File: src/rtl/ps2_keypad_pkg.sv
// -----------------------------------------------------------------------------
// keypad_pkg
// Shared constants and helpers for the PS/2 keyboard to keypad-matrix bridge.
//   - PS/2 set-2 scan codes: prefixes (E0/F0), hex keys 0-F, command keys,
//     and the two switch keys (F11 = halt, F12 = init).
//   - Matrix geometry: NUM_COLS columns of 8 row bits each.
//   - Receiver timeout width: a frame is abandoned after 2^PS2_TIMEOUT_W
//     clk cycles without a PS/2 clock falling edge.
//   - map_key(): translates a scan code to a matrix bit index.
// -----------------------------------------------------------------------------
package keypad_pkg;

    localparam int NUM_COLS      = 3;
    localparam int MATRIX_W      = NUM_COLS * 8;
    localparam int PS2_TIMEOUT_W = 17;

    // Prefix bytes
    localparam logic [7:0] SC_EXT = 8'hE0;
    localparam logic [7:0] SC_BRK = 8'hF0;

    // Switch keys
    localparam logic [7:0] SC_F11 = 8'h78;
    localparam logic [7:0] SC_F12 = 8'h07;

    // Command keys (column 2, bits 0..3)
    localparam logic [7:0] SC_ENTER = 8'h5A;
    localparam logic [7:0] SC_BKSP  = 8'h66;
    localparam logic [7:0] SC_SPACE = 8'h29;
    localparam logic [7:0] SC_TAB   = 8'h0D;

    // Hex keys: SC_HEX[k] is the scan code of hex digit k
    localparam logic [7:0] SC_HEX [16] = '{
        8'h45, 8'h16, 8'h1E, 8'h26, 8'h25, 8'h2E, 8'h36, 8'h3D,
        8'h3E, 8'h46, 8'h1C, 8'h32, 8'h21, 8'h23, 8'h24, 8'h2B
    };

    // Matrix bit index of the first command key (column 2, row bit 0)
    localparam logic [4:0] CMD_BASE = 5'd16;

    // Result of a scan-code lookup: hit=1 when the code owns a matrix bit
    typedef struct packed {
        logic       hit;
        logic [4:0] idx;
    } key_map_t;

    // Matrix bit index = column*8 + row bit.
    function automatic key_map_t map_key(input logic [7:0] code);
        key_map_t m;
        m.hit = 1'b0;
        m.idx = '0;
        for (int k = 0; k < 16; k++) begin
            if (code == SC_HEX[k]) begin
                m.hit = 1'b1;
                m.idx = 5'(k);
            end
        end
        case (code)
            SC_ENTER: begin m.hit = 1'b1; m.idx = CMD_BASE + 5'd0; end
            SC_BKSP:  begin m.hit = 1'b1; m.idx = CMD_BASE + 5'd1; end
            SC_SPACE: begin m.hit = 1'b1; m.idx = CMD_BASE + 5'd2; end
            SC_TAB:   begin m.hit = 1'b1; m.idx = CMD_BASE + 5'd3; end
            default:  ;
        endcase
        return m;
    endfunction

endpackage

File: src/rtl/ps2_keypad_if.sv
// -----------------------------------------------------------------------------
// ps2_keypad_if
// Bundles the keyboard lines, the CPU-side keypad scan port and the switch
// outputs of the PS/2 keypad bridge.
//   ps2_clk   : PS/2 clock, asynchronous, idle high
//   ps2_data  : PS/2 data, asynchronous
//   col[4:0]  : keypad column select from CPU address bits
//   halt_mode : 1 = halt_sw toggles per F11 press, 0 = follows F11 level
//   row[7:0]  : active-low row bits of the selected column
//   halt_sw   : halt switch state
//   init_sw   : init switch, high while F12 held
// master = keyboard/CPU side (drives inputs), slave = the bridge.
// -----------------------------------------------------------------------------
interface ps2_keypad_if;

    logic       ps2_clk;
    logic       ps2_data;
    logic [4:0] col;
    logic       halt_mode;
    logic [7:0] row;
    logic       halt_sw;
    logic       init_sw;

    modport master (
        output ps2_clk, ps2_data, col, halt_mode,
        input  row, halt_sw, init_sw
    );

    modport slave (
        input  ps2_clk, ps2_data, col, halt_mode,
        output row, halt_sw, init_sw
    );

endinterface

File: src/rtl/ps2_keypad_rx.sv
// -----------------------------------------------------------------------------
// ps2_rx
// PS/2 serial receiver. Synchronizes the keyboard lines, deglitches the PS/2
// clock, shifts in 11-bit frames (start, 8 data LSB first, odd parity, stop)
// and emits each correctly framed byte with a one-cycle strobe.
//   clk       : system clock (27 MHz), rising edge
//   reset     : synchronous, active-high
//   ps2_clk   : raw PS/2 clock
//   ps2_data  : raw PS/2 data
//   rx_byte   : last accepted data byte
//   rx_valid  : one-cycle strobe, the cycle after the stop bit was sampled
// Parameter TIMEOUT_W: a partial frame is dropped after 2^TIMEOUT_W cycles
// without a PS/2 clock falling edge.
// -----------------------------------------------------------------------------
module ps2_rx
    import keypad_pkg::*;
#(
    parameter int TIMEOUT_W = PS2_TIMEOUT_W
) (
    input  logic       clk,
    input  logic       reset,
    input  logic       ps2_clk,
    input  logic       ps2_data,
    output logic [7:0] rx_byte,
    output logic       rx_valid
);

    logic [1:0]           clk_sync;
    logic [1:0]           data_sync;
    logic [7:0]           filt_hist;
    logic                 filt_clk;
    logic                 fall;
    logic [3:0]           bit_cnt;
    logic [9:0]           shift;
    logic [10:0]          frame;
    logic                 frame_ok;
    logic [TIMEOUT_W-1:0] idle_cnt;

    // Two-flop synchronizers; reset to the idle-high line level so no false
    // edge is seen when reset is released.
    // NOTE: sequential state uses non-blocking assignments so every flop
    // samples pre-edge values regardless of statement order.
    always_ff @(posedge clk) begin
        if (reset) begin
            clk_sync  <= 2'b11;
            data_sync <= 2'b11;
        end else begin
            clk_sync  <= {clk_sync[0], ps2_clk};
            data_sync <= {data_sync[0], ps2_data};
        end
    end

    // Glitch filter: the filtered clock only changes after 8 equal samples.
    always_ff @(posedge clk) begin
        if (reset) begin
            filt_hist <= 8'hFF;
            filt_clk  <= 1'b1;
        end else begin
            filt_hist <= {filt_hist[6:0], clk_sync[1]};
            if (filt_hist == 8'hFF)
                filt_clk <= 1'b1;
            else if (filt_hist == 8'h00)
                filt_clk <= 1'b0;
        end
    end

    // Single-cycle pulse in the cycle the filtered clock is about to fall.
    assign fall = filt_clk && (filt_hist == 8'h00);

    // shift holds bits 0..9 once ten bits are in (shift[0] = start bit);
    // the stop bit is taken straight from the line when it arrives.
    assign frame    = {data_sync[1], shift};
    assign frame_ok = !frame[0] && frame[10] && (^frame[9:1]);

    always_ff @(posedge clk) begin
        if (reset) begin
            bit_cnt  <= '0;
            shift    <= '0;
            idle_cnt <= '0;
            rx_byte  <= '0;
            rx_valid <= 1'b0;
        end else begin
            rx_valid <= 1'b0;
            if (fall) begin
                idle_cnt <= '0;
                if (bit_cnt == 4'd10) begin
                    bit_cnt <= '0;
                    if (frame_ok) begin
                        rx_byte  <= frame[8:1];
                        rx_valid <= 1'b1;
                    end
                end else begin
                    bit_cnt <= bit_cnt + 4'd1;
                    shift   <= {data_sync[1], shift[9:1]};
                end
            end else if (bit_cnt != '0) begin
                // Mid-frame and the keyboard went quiet: give up on the frame.
                if (&idle_cnt) begin
                    bit_cnt  <= '0;
                    idle_cnt <= '0;
                end else begin
                    idle_cnt <= idle_cnt + 1'b1;
                end
            end else begin
                idle_cnt <= '0;
            end
        end
    end

endmodule

File: src/rtl/ps2_keypad.sv
// -----------------------------------------------------------------------------
// ps2_keypad
// Presents a PS/2 keyboard to the CPU as a 3-column x 8-row hex keypad matrix
// plus halt and init switches.
//   clk    : system clock (27 MHz), rising edge
//   reset  : synchronous, active-high
//   kp     : ps2_keypad_if.slave -- PS/2 lines, col select, halt_mode in;
//            row (active-low), halt_sw, init_sw out
// Column 0 = hex 0-7, column 1 = hex 8-F, column 2 = Enter/Backspace/Space/Tab
// on bits 0..3. F12 drives init_sw, F11 drives halt_sw (level or toggle).
// Parameter TIMEOUT_W is passed to the receiver's frame timeout.
// -----------------------------------------------------------------------------
module ps2_keypad
    import keypad_pkg::*;
#(
    parameter int TIMEOUT_W = PS2_TIMEOUT_W
) (
    input  logic    clk,
    input  logic    reset,
    ps2_keypad_if.slave kp
);

    logic [7:0]          rx_byte;
    logic                rx_valid;
    key_map_t            key;
    logic [MATRIX_W-1:0] matrix;      // 1 = key held
    logic                ext_flag;
    logic                brk_flag;
    logic                f11_held;
    logic                halt_q;
    logic                init_q;
    logic [7:0]          row_c;

    ps2_rx #(
        .TIMEOUT_W (TIMEOUT_W)
    ) u_rx (
        .clk      (clk),
        .reset    (reset),
        .ps2_clk  (kp.ps2_clk),
        .ps2_data (kp.ps2_data),
        .rx_byte  (rx_byte),
        .rx_valid (rx_valid)
    );

    assign key = map_key(rx_byte);

    // Byte decoder. Prefixes only set flags; any other byte consumes and
    // clears both. Extended codes are dropped because none are mapped.
    // NOTE: the 24-bit matrix is a plain register, not a memory, so it is
    // reset directly; all keys must read released after reset.
    always_ff @(posedge clk) begin
        if (reset) begin
            matrix   <= '0;
            ext_flag <= 1'b0;
            brk_flag <= 1'b0;
            f11_held <= 1'b0;
            halt_q   <= 1'b0;
            init_q   <= 1'b0;
        end else if (rx_valid) begin
            if (rx_byte == SC_EXT) begin
                ext_flag <= 1'b1;
            end else if (rx_byte == SC_BRK) begin
                brk_flag <= 1'b1;
            end else begin
                ext_flag <= 1'b0;
                brk_flag <= 1'b0;
                if (!ext_flag) begin
                    if (key.hit) begin
                        matrix[key.idx] <= !brk_flag;
                    end else if (rx_byte == SC_F12) begin
                        init_q <= !brk_flag;
                    end else if (rx_byte == SC_F11) begin
                        if (kp.halt_mode) begin
                            // Toggle once per physical press; typematic
                            // repeats arrive as extra makes while held.
                            if (brk_flag) begin
                                f11_held <= 1'b0;
                            end else begin
                                if (!f11_held)
                                    halt_q <= !halt_q;
                                f11_held <= 1'b1;
                            end
                        end else begin
                            halt_q   <= !brk_flag;
                            f11_held <= !brk_flag;
                        end
                    end
                end
            end
        end
    end

    // Column read-out; unused columns read all released.
    // NOTE: row_c gets a default before the loop so no path leaves it
    // unassigned, which would otherwise infer a latch.
    always_comb begin
        row_c = 8'hFF;
        for (int c = 0; c < NUM_COLS; c++) begin
            if (kp.col == c[4:0])
                row_c = ~matrix[c*8 +: 8];
        end
    end

    assign kp.row     = row_c;
    assign kp.halt_sw = halt_q;
    assign kp.init_sw = init_q;

endmodule

File: src/flat_wrapper.sv
// flat-port wrapper written by rule: the top's interface ports become plain ports
module ps2_keypad_flat import keypad_pkg::*;
#(
    parameter int TIMEOUT_W = PS2_TIMEOUT_W
)
  (clk, reset, kp_ps2_clk, kp_ps2_data, kp_col, kp_halt_mode, kp_row, kp_halt_sw, kp_init_sw);
  ps2_keypad_if kp_i ();
  input  logic clk;
  input  logic reset;
  input wire logic [$bits(kp_i.ps2_clk)-1:0] kp_ps2_clk;
  input wire logic [$bits(kp_i.ps2_data)-1:0] kp_ps2_data;
  input wire logic [$bits(kp_i.col)-1:0] kp_col;
  input wire logic [$bits(kp_i.halt_mode)-1:0] kp_halt_mode;
  output wire logic [$bits(kp_i.row)-1:0] kp_row;
  output wire logic [$bits(kp_i.halt_sw)-1:0] kp_halt_sw;
  output wire logic [$bits(kp_i.init_sw)-1:0] kp_init_sw;
  assign kp_i.ps2_clk = kp_ps2_clk;
  assign kp_i.ps2_data = kp_ps2_data;
  assign kp_i.col = kp_col;
  assign kp_i.halt_mode = kp_halt_mode;
  assign kp_row = kp_i.row;
  assign kp_halt_sw = kp_i.halt_sw;
  assign kp_init_sw = kp_i.init_sw;
  ps2_keypad #(.TIMEOUT_W(TIMEOUT_W)) u_core (.clk(clk), .reset(reset), .kp(kp_i));
endmodule
File: config.mk
export PLATFORM = sky130hd
export DESIGN_NAME = ps2_keypad_flat
export DESIGN_NICKNAME = d
export VERILOG_FILES = /design/src/rtl/ps2_keypad_pkg.sv /design/src/rtl/ps2_keypad_if.sv /design/src/rtl/ps2_keypad_rx.sv /design/src/rtl/ps2_keypad.sv /design/src/flat_wrapper.sv
export SDC_FILE = /design/constraint.sdc
export NUM_CORES = 1
export LEC_CHECK = 0
export BUFFER_PORTS_ARGS = -buffer_cell sky130_fd_sc_hd__buf_2
export CAP_MARGIN = 25
export CORE_ASPECT_RATIO = 0.6
export CORE_UTILIZATION = 35
export DETAILED_ROUTE_END_ITERATION = 8
export PLACE_DENSITY = 0.52
export SETUP_SLACK_MARGIN = 0.5
export SYNTH_ARGS = -nofsm -noshare
export SYNTH_HDL_FRONTEND = slang
export SYNTH_SLANG_ARGS = --single-unit
File: constraint.sdc
create_clock -name clk -period 3.3 [get_ports clk]
set_clock_uncertainty 0.2 [all_clocks]
set_input_delay 0.66 -clock clk [delete_from_list [all_inputs] [get_ports clk]]
set_output_delay 0.66 -clock clk [all_outputs]
set_load 0.03 [all_outputs]
==> flow_summary.html, run 1 <==
<table>
<tr><th>Metric</th><th>Value</th></tr>
<tr><th colspan="2">Timing</th></tr>
<tr><td>Slew HR</td><td>0.559</td></tr>
<tr><td>Max Transition Viols Final</td><td>0</td></tr>
<tr><td>Setup violations, final</td><td>0</td></tr>
<tr><td>RSZ-0062 raised after global routing</td><td>yes</td></tr>
<tr><td>Final critical delay including setup and external delays</td><td>roughly 2.7 ns</td></tr>
<tr><td>Worst setup slack after layout</td><td>0.640 ns</td></tr>
<tr><td>Final Hold Violating Endpoints</td><td>0</td></tr>
<tr><td>Tightest Pin Transition</td><td>about 0.65 ns</td></tr>
<tr><td>Maximum clock frequency</td><td>376 MHz</td></tr>
<tr><td>Post-route fraction of the period consumed by the critical path</td><td>0.806</td></tr>
<tr><td>TNS Setup</td><td>0 ns</td></tr>
<tr><th colspan="2">Critical path</th></tr>
<tr><td>Launching point of the worst reg2reg path</td><td>u_core.u_rx.rx_byte[4]</td></tr>
<tr><td>Capture instance of the worst register-to-register path</td><td>u_core.matrix[8]</td></tr>
<tr><td>Length in cells of the worst reg-to-reg path</td><td>6</td></tr>
<tr><td>WP data required</td><td>~3.4 ns</td></tr>
<tr><td>Start-to-end type of the worst setup path</td><td>register to register</td></tr>
<tr><td>CP Max Fanout</td><td>23</td></tr>
<tr><td>Data arrival time of the critical path</td><td>roughly 2.7 ns</td></tr>
<tr><td>Endpoint kind of the worst setup timing path</td><td>register</td></tr>
<tr><td>Worst-case register-to-register setup slack</td><td>about 0.64 ns</td></tr>
<tr><td>CP startpoint kind</td><td>register</td></tr>
<tr><td>Startpoint of the worst setup timing path</td><td>u_core.u_rx.rx_byte[4]</td></tr>
<tr><th colspan="2">Clock network</th></tr>
<tr><td>Clock tree root buffer cell</td><td>clkbuf_16</td></tr>
<tr><td>Register clock-pin slew on the reported worst setup and hold paths</td><td>0.06 ns</td></tr>
<tr><td>Number of levels the H-tree was split into</td><td>3</td></tr>
<tr><td>Latest clock arrival within the worst-skew pair</td><td>0.34 ns</td></tr>
<tr><td>Buffers from clock root to sink, at most</td><td>2</td></tr>
<tr><td>Quantity of hold-fixing buffers added after cts</td><td>0</td></tr>
<tr><td>CTS buffer count</td><td>9</td></tr>
<tr><td>CTS tree</td><td>yes</td></tr>
<tr><td>Count of clock tree sinks</td><td>82</td></tr>
<tr><th colspan="2">Global route</th></tr>
<tr><td>Leftover overflow at the end of global routing</td><td>0</td></tr>
<tr><td>Largest net degree at the start of global routing</td><td>46</td></tr>
<tr><td>Number of global-route vias before repair</td><td>3055</td></tr>
<tr><td>All-Layer GR Usage</td><td>0.168</td></tr>
<tr><td>First-pass GRT wire length</td><td>16100 um</td></tr>
<tr><td>Initial antenna violation count</td><td>0</td></tr>
<tr><th colspan="2">Yosys</th></tr>
<tr><td>Post-synth top area share</td><td>0.389</td></tr>
<tr><td>Post-synthesis cell area</td><td>~4200 um^2</td></tr>
<tr><td>Cell taking the most area after synthesis</td><td>dfxtp_1</td></tr>
<tr><td>Mean instance size in the synthesized netlist</td><td>9.07 um^2</td></tr>
<tr><td>Cell types with the largest area share after synthesis</td><td>dfxtp_1 (39%), mux2i_1 (5.5%), nor2_1 (3.6%), nand2_1 (3.4%), a21oi_1 (3.0%)</td></tr>
<tr><td>Number of synthesized register bits</td><td>82</td></tr>
<tr><td>Synth Net Count</td><td>480</td></tr>
<tr><td>Number of enable-type register cells in the synthesized netlist</td><td>0</td></tr>
<tr><td>Most common flop cell mapped by yosys</td><td>dfxtp_1</td></tr>
<tr><td>Share of flip-flops with an asynchronous set or reset after synthesis</td><td>0</td></tr>
<tr><td>Warnings from Yosys</td><td>0</td></tr>
<tr><td>Yosys cell types</td><td>65</td></tr>
<tr><td>Mapped Cells</td><td>465</td></tr>
<tr><td>Portion of the post-synthesis area used by sequential elements</td><td>0.389</td></tr>
<tr><th colspan="2">Run status</th></tr>
<tr><td>Outcome</td><td>complete, no violations</td></tr>
<tr><th colspan="2">Route</th></tr>
<tr><td>Post-DR wirelength/cell</td><td>15.1 um</td></tr>
<tr><td>Wirelength, routed</td><td>9680 um</td></tr>
<tr><td>Post-route antenna net violation count</td><td>0</td></tr>
<tr><td>First-pass DRT Iterations</td><td>5</td></tr>
<tr><td>DRC</td><td>0</td></tr>
<tr><td>Overall via count from detail_route</td><td>about 3400</td></tr>
<tr><td>Vias per inst</td><td>5.30</td></tr>
<tr><td>DR iter-0 viols</td><td>around 370</td></tr>
<tr><th colspan="2">Place</th></tr>
<tr><td>Inst Count DP</td><td>624</td></tr>
<tr><td>Placed wire-length estimate</td><td>6880 um</td></tr>
<tr><td>Final Wtd Congestion</td><td>0.844</td></tr>
<tr><td>Buffers added on ports</td><td>19</td></tr>
<tr><td>Placement-stage worst setup slack</td><td>approximately 0.27 ns</td></tr>
<tr><th colspan="2">Die</th></tr>
<tr><td>Number of placement rows</td><td>30</td></tr>
<tr><td>Area of the die</td><td>between 10000 and 15000 um^2</td></tr>
<tr><td>Die Y</td><td>87.0 um</td></tr>
<tr><td>Placeable core region</td><td>11500 um^2</td></tr>
<tr><td>Die width</td><td>144 um</td></tr>
<tr><td>Ports placed on the boundary</td><td>20</td></tr>
<tr><td>Starting density of the core</td><td>0.366</td></tr>
<tr><th colspan="2">Min path</th></tr>
<tr><td>Number of cells traversed by the worst hold path</td><td>1</td></tr>
<tr><td>End point of the most critical hold path</td><td>u_core.u_rx.filt_hist[0]</td></tr>
<tr><td>HP Class</td><td>register to register</td></tr>
<tr><td>Critical hold path startpoint</td><td>u_core.u_rx.clk_sync[1]</td></tr>
<tr><th colspan="2">Layout</th></tr>
<tr><td>Fin cells</td><td>641</td></tr>
<tr><td>Number of diodes added for antenna fixing</td><td>0</td></tr>
<tr><td>Leading cell type in the layout, fill and taps excluded</td><td>dfxtp_1</td></tr>
<tr><td>Area Growth Syn to Fin</td><td>12.6%</td></tr>
<tr><td>Final layout net count</td><td>between 400 and 500</td></tr>
<tr><td>Layout cells sized above 1</td><td>0.198</td></tr>
<tr><td>Layout filler cell count</td><td>1131</td></tr>
<tr><td>Top library cells by usage in the layout, fill and taps aside</td><td>dfxtp_1 (79), nor2_1 (41), nand2_1 (38)</td></tr>
<tr><th colspan="2">Flow run</th></tr>
<tr><td>Max Cap Viol</td><td>0</td></tr>
<tr><th colspan="2">Power and ir drop</th></tr>
<tr><td>Lkg Pwr</td><td>roughly 1.7 nW</td></tr>
<tr><td>Highest ir drop seen on vdd</td><td>0.232 mV</td></tr>
<tr><td>Power density over cell area</td><td>420 nW/um^2</td></tr>
</table>
## routing by layer
layer / GRT usage / share of wire / vias up / wire, um
met1: 0.267 / 0.56 / 1619 / 5410
met5: 0 / 0 / - / 0
met4: 0.0464 / 0.0098 / 0 / 95
met3: 0.0396 / 0.052 / 10 / 499
met2: 0.217 / 0.38 / 87 / 3670
li1: - / - / 1683 / -
## critical path, cell delays in order, from the launching register on
cell and delay (ns):
dfxtp_2 0.60, and4bb_4 0.31, o21ai_4 0.19, o41ai_4 0.15
o31a_2 0.49, or4_1 0.51, a21oi_1 0.13
## state kept, by name, summed over array words and instances (netlist names)
register / count
u_core.f11_held: 1
u_core.kp.init_sw: 1
u_core.matrix: 24
u_core.u_rx.clk_sync: 2
u_core.u_rx.idle_cnt: 17
u_core.u_rx.shift: 10
u_core.u_rx.filt_clk: 1
u_core.u_rx.filt_hist: 8
u_core.brk_flag: 1
u_core.kp.halt_sw: 1
u_core.u_rx.data_sync: 2
u_core.u_rx.rx_byte: 8
u_core.u_rx.bit_cnt: 4
u_core.u_rx.rx_valid: 1
u_core.ext_flag: 1
## worst max path at each step
stage	cells after the start	end
after floorplan	3	kp_row[0]
after global placement	6	u_core.matrix[1]
after detailed placement	5	kp_row[2]
after CTS	5	kp_row[2]
after global routing	7	u_core.matrix[1]
final	6	u_core.matrix[8]
## cell usage after synthesis (all sizes together), types with 2 or more instances
| master | count |
|---|---|
| clkbuf | 11 |
| nand3b | 5 |
| nor4 | 4 |
| buf | 19 |
| and4 | 2 |
| o21ai | 10 |
| xnor2 | 11 |
| a21oi | 25 |
| o31ai | 9 |
| nor2b | 8 |
| inv | 10 |
| o211ai | 5 |
| or2 | 17 |
| nor3b | 4 |
| nor4b | 7 |
| or3b | 2 |
| mux2 | 10 |
| ha | 5 |
| nor2 | 41 |
| o22ai | 2 |
| nand3 | 20 |
| dfxtp | 82 |
| a211oi | 2 |
| and2 | 3 |
| a22oi | 9 |
| nor4bb | 3 |
| nand4 | 7 |
| and4bb | 2 |
| nand2b | 18 |
| nand2 | 38 |
| nand4b | 3 |
| xor2 | 11 |
| nor3 | 3 |
| and3 | 8 |
| mux2i | 23 |
| or4 | 12 |
## power breakdown
group | switching, W | internal (W) | total, W | leakage [nW]
Sequential | 0.00000110 | 0.000992 | 0.000993 | 0.663
Combinational | 0.0000234 | 0.0000133 | 0.0000368 | 0.921
Clock | 0.000440 | 0.000524 | 0.000965 | 0.139
Total | 0.000465 | 0.00153 | 0.00199 | 1.72
## stage by stage
stage	total power [W]	cell area (um^2)	hold WS, ns	utilization
finish	0.00199	4750	0.208	0.412
global route	0.00207	4750	0.222	0.412
CTS	0.00202	4740	0.212	0.411
detailed placement	0.00105	4420	0.196	0.383
global placement	0.00105	4420	0.195	0.383
floorplan	0.00104	4220	0.189	-
## what timing repair did
action,CTS,global route
pin swaps,0,1
buffers inserted,0,1
endpoints found under the setup margin,29,17
gates resized for setup,7,2
## cells by family (layout without fill, tap and decap cells)
logic type,Yosys count,count (layout),synth area share
compound gates,70,70,0.120
xor+xnor,23,23,0.0510
fa+ha+maj,5,5,0.0148
buf+inv,41,57,0.0519
flops,82,82,0.389
mux,33,33,0.0813
simple gates,211,211,0.292
## cell type report
| type | instances | area, um^2 | share of cell area |
|---|---|---|---|
| Clock buffer | 9 | 225 | 0.0474 |
| Clock inverter | 7 | 62.6 | 0.0132 |
| Inverter | 11 | 41.3 | 0.00869 |
| Multi-Input combinational cell | 342 | 2400 | 0.505 |
| Sequential cell | 82 | 1650 | 0.346 |
| Tap cell | 160 | 200 | 0.0421 |
| Timing Repair Buffer | 30 | 178 | 0.0374 |
Note: power is estimated with default switching activity, not from simulation.
==> inputs of run 2 (changes only) <==
Settings changed: ABC_AREA set to 1.
Clock period 3.3 ns to 2.7 ns, I/O delays scaled along.
==> run 2 against run 1 <==
Against the previous run:
- via count increased by 15%
- core utilization rose by 9.3 points
- area after synthesis fell by 5.7%
- worst hold slack worse by 0.027 ns
==> flow_summary.html, run 2 <==
<table>
<tr><th>Metric</th><th>Value</th></tr>
<tr><th colspan="2">Clock network</th></tr>
<tr><td>Number of levels the H-tree was split into</td><td>3 (unchanged)</td></tr>
<tr><td>Quantity of hold-fixing buffers added after cts</td><td>0 (unchanged)</td></tr>
<tr><td>CTS tree</td><td>yes</td></tr>
<tr><td>Latest clock arrival within the worst-skew pair</td><td>0.34 ns (about the same)</td></tr>
<tr><td>CTS buffer count</td><td>9 (unchanged)</td></tr>
<tr><td>Clock tree root buffer cell</td><td>clkbuf_16</td></tr>
<tr><td>Count of clock tree sinks</td><td>82 (unchanged)</td></tr>
<tr><td>Register clock-pin slew on the reported worst setup and hold paths</td><td>0.06 ns (about the same)</td></tr>
<tr><td>Buffers from clock root to sink, at most</td><td>2 (unchanged)</td></tr>
<tr><th colspan="2">Layout</th></tr>
<tr><td>Leading cell type in the layout, fill and taps excluded</td><td>nand2_1</td></tr>
<tr><td>Top library cells by usage in the layout, fill and taps aside</td><td>nand2_1 (85), dfxtp_1 (72), nor2_1 (56)</td></tr>
<tr><td>Layout filler cell count</td><td>1042 (-7.9%)</td></tr>
<tr><td>Biggest registers after layout</td><td>u_core.matrix x24, u_core.u_rx.idle_cnt x17, u_core.u_rx.shift x10</td></tr>
<tr><td>Area Growth Syn to Fin</td><td>37.4%</td></tr>
<tr><td>Number of diodes added for antenna fixing</td><td>0 (unchanged)</td></tr>
<tr><td>Largest register by flop count</td><td>u_core.matrix</td></tr>
<tr><td>Layout cells sized above 1</td><td>0.354 (+0.156)</td></tr>
<tr><td>Max reg flops</td><td>24 (unchanged)</td></tr>
<tr><td>Final layout net count</td><td>648 (+32%)</td></tr>
<tr><th colspan="2">Timing</th></tr>
<tr><td>Worst slack on hold paths</td><td>0.181 ns (-0.0275 ns)</td></tr>
<tr><td>Final critical delay including setup and external delays</td><td>2.36 ns (-0.301 ns)</td></tr>
<tr><td>Post-route fraction of the period consumed by the critical path</td><td>0.873 (+0.0675)</td></tr>
<tr><td>RSZ-0062 raised after global routing</td><td>yes</td></tr>
<tr><td>Max Transition Viols Final</td><td>0 (unchanged)</td></tr>
<tr><td>Slew HR</td><td>0.543 (-0.0158)</td></tr>
<tr><td>TNS Setup</td><td>0 ns (unchanged)</td></tr>
<tr><td>Worst setup slack after layout</td><td>0.342 ns (-0.299 ns)</td></tr>
<tr><td>Tightest Pin Transition</td><td>0.685 ns (+0.0321 ns)</td></tr>
<tr><td>Final Hold Violating Endpoints</td><td>0 (unchanged)</td></tr>
<tr><td>Maximum clock frequency</td><td>424 MHz (+13%)</td></tr>
<tr><td>Setup violations, final</td><td>0 (unchanged)</td></tr>
<tr><th colspan="2">Global route</th></tr>
<tr><td>Largest net degree at the start of global routing</td><td>33 (-28%)</td></tr>
<tr><td>Leftover overflow at the end of global routing</td><td>0 (unchanged)</td></tr>
<tr><td>Number of global-route vias before repair</td><td>3451 (+13%)</td></tr>
<tr><td>First-pass GRT wire length</td><td>17500 um (+8.4%)</td></tr>
<tr><td>All-Layer GR Usage</td><td>0.190 (+0.0217)</td></tr>
<tr><td>Initial antenna violation count</td><td>0 (unchanged)</td></tr>
<tr><th colspan="2">Power and ir drop</th></tr>
<tr><td>PnR Total Power</td><td>0.00251 W (+26%)</td></tr>
<tr><td>Lkg Pwr</td><td>2.19 nW (+27%)</td></tr>
<tr><td>Highest ir drop seen on vdd</td><td>0.291 mV (+25%)</td></tr>
<tr><td>Power density over cell area</td><td>460 nW/um^2 (+9.5%)</td></tr>
<tr><th colspan="2">Route</th></tr>
<tr><td>Wirelength, routed</td><td>11200 um (+16%)</td></tr>
<tr><td>First-pass DRT Iterations</td><td>5 (unchanged)</td></tr>
<tr><td>Vias per inst</td><td>5.05 (-4.8%)</td></tr>
<tr><td>DR iter-0 viols</td><td>339 (-8.6%)</td></tr>
<tr><td>Post-DR wirelength/cell</td><td>14.5 um (-3.9%)</td></tr>
<tr><td>Post-route antenna net violation count</td><td>0 (unchanged)</td></tr>
<tr><td>Overall via count from detail_route</td><td>3912 (+15%)</td></tr>
<tr><td>DRC</td><td>0 (unchanged)</td></tr>
<tr><th colspan="2">Yosys</th></tr>
<tr><td>Most common flop cell mapped by yosys</td><td>dfxtp_1</td></tr>
<tr><td>Share of flip-flops with an asynchronous set or reset after synthesis</td><td>0 (unchanged)</td></tr>
<tr><td>Yosys cell types</td><td>37 (-43%)</td></tr>
<tr><td>Portion of the post-synthesis area used by sequential elements</td><td>0.413 (+0.0236)</td></tr>
<tr><td>Cell types with the largest area share after synthesis</td><td>dfxtp_1 (41%), nand2_1 (10%), nor2_1 (7.4%), a21oi_1 (6.8%), nand3_1 (6.0%)</td></tr>
<tr><td>Cell taking the most area after synthesis</td><td>dfxtp_1</td></tr>
<tr><td>Post-synth top area share</td><td>0.413 (+0.0236)</td></tr>
<tr><td>Cell types with the highest counts after synthesis</td><td>nand2_1 (109), dfxtp_1 (82), nor2_1 (78), inv_1 (59), a21oi_1 (54)</td></tr>
<tr><td>Number of enable-type register cells in the synthesized netlist</td><td>0 (unchanged)</td></tr>
<tr><td>Warnings from Yosys</td><td>0 (unchanged)</td></tr>
<tr><td>Most frequent cell after synthesis</td><td>nand2_1</td></tr>
<tr><td>Mapped Cells</td><td>567 (+22%)</td></tr>
<tr><td>Post-synthesis cell area</td><td>3980 um^2 (-5.7%)</td></tr>
<tr><td>Mean instance size in the synthesized netlist</td><td>7.01 um^2 (-23%)</td></tr>
<tr><td>Number of synthesized register bits</td><td>82 (unchanged)</td></tr>
<tr><td>Synth Net Count</td><td>582 (+21%)</td></tr>
<tr><th colspan="2">Die</th></tr>
<tr><td>Die Y</td><td>84.6 um (-2.8%)</td></tr>
<tr><td>Die width</td><td>140 um (-2.9%)</td></tr>
<tr><td>Area of the die</td><td>11800 um^2 (-5.6%)</td></tr>
<tr><td>Starting density of the core</td><td>0.368 (+0.00172)</td></tr>
<tr><td>Ports placed on the boundary</td><td>20 (unchanged)</td></tr>
<tr><td>Placeable core region</td><td>10800 um^2 (-6.2%)</td></tr>
<tr><td>Number of placement rows</td><td>29 (-3.3%)</td></tr>
<tr><th colspan="2">Critical path</th></tr>
<tr><td>CP Max Fanout</td><td>2 (-91%)</td></tr>
<tr><td>Data arrival time of the critical path</td><td>2.43 ns (-0.30 ns)</td></tr>
<tr><td>WP data required</td><td>2.77 ns (-0.60 ns)</td></tr>
<tr><td>Start-to-end type of the worst setup path</td><td>register to register</td></tr>
<tr><td>Endpoint kind of the worst setup timing path</td><td>register</td></tr>
<tr><td>CP startpoint kind</td><td>register</td></tr>
<tr><th colspan="2">Flow run</th></tr>
<tr><td>Max Cap Viol</td><td>0 (unchanged)</td></tr>
<tr><th colspan="2">Run status</th></tr>
<tr><td>Outcome</td><td>complete, no violations</td></tr>
<tr><th colspan="2">Place</th></tr>
<tr><td>Placed wire-length estimate</td><td>7380 um (+7.3%)</td></tr>
<tr><td>Placement-stage worst setup slack</td><td>0.144 ns (-0.121 ns)</td></tr>
<tr><td>Buffers added on ports</td><td>19 (unchanged)</td></tr>
<tr><td>Final Wtd Congestion</td><td>0.903 (+7.0%)</td></tr>
<tr><th colspan="2">Min path</th></tr>
<tr><td>HP Class</td><td>primary input to register</td></tr>
</table>
==> run 2: stage by stage <==
step,area [um^2],instances,util
floorplan,4050,567,-
global placement,4300,720,0.398
detailed placement,4300,720,0.398
CTS,4960,757,0.459
global route,5460,775,0.505
finish,5460,775,0.505
==> run 2: critical path: stages, from the launching register on <==
cell and delay [ns]:
dfxtp_2 0.33, ha_4 0.16, nand2_2 0.07, inv_2 0.05, buf_4 0.13, buf_4 0.12, buf_4 0.12, buf_4 0.12
buf_4 0.12, buf_4 0.12, buf_4 0.12, buf_4 0.12, buf_4 0.12, buf_4 0.12, buf_4 0.13, nor3_4 0.16
==> run 2: cells by family (layout without fill, tap and decap cells) <==
| logic type | Yosys count | after routing | synth area share |
|---|---|---|---|
| fa+ha+maj | 5 | 5 | 0.0157 |
| compound gates | 102 | 102 | 0.133 |
| xor+xnor | 10 | 10 | 0.0239 |
| flops | 82 | 82 | 0.413 |
| simple gates | 287 | 289 | 0.330 |
| buf+inv | 81 | 148 | 0.0843 |
==> run 2: path summary, 6_finish.rpt <==
path,start,endpoint,depth (start not counted),slack (ns)
worst min-delay path,kp_ps2_clk,u_core.u_rx.clk_sync[0],2,0.18
worst max-delay path,u_core.u_rx.idle_cnt[0],u_core.u_rx.idle_cnt[2],15,0.34
worst max register to register,u_core.u_rx.idle_cnt[0],u_core.u_rx.idle_cnt[2],15,0.34
worst min register to register,u_core.u_rx.clk_sync[0],u_core.u_rx.clk_sync[1],1,0.21
==> run 2: final cells by class <==
class                   instances  area (um^2)  area share
multi-input cells             406         2490       0.456
flip-flops and latches         82         1670       0.306
repair buffers                 65          544      0.0996
inverters                      66          268      0.0490
clock buffers                  11          253      0.0463
well taps                     139          174      0.0318
clock inverters                 3         40.0     0.00733
repair inverters                3         23.8     0.00435
==> run 2: timing repair <==
action,in CTS,in global routing
pin swaps,12,23
endpoints found under the setup margin,44,49
gates resized for setup,65,104
gates cloned,2,3
setup buffers,21,15
==> run 2: metal layers <==
metal | vias up | track usage | part of all wire
met2 | 118 | 0.258 | 0.38
met4 | 0 | 0.0549 | 0.0088
met5 | - | 0 | 0
li1 | 1986 | - | -
met3 | 10 | 0.0496 | 0.072
met1 | 1798 | 0.288 | 0.54
==> run 2: where the power goes <==
part	switching, W	internal (W)	total (W)
logic	0.0000409	0.0000260	0.0000670
clock network	0.000484	0.000753	0.00124
registers	0.00000108	0.00121	0.00121
total	0.000526	0.00199	0.00251
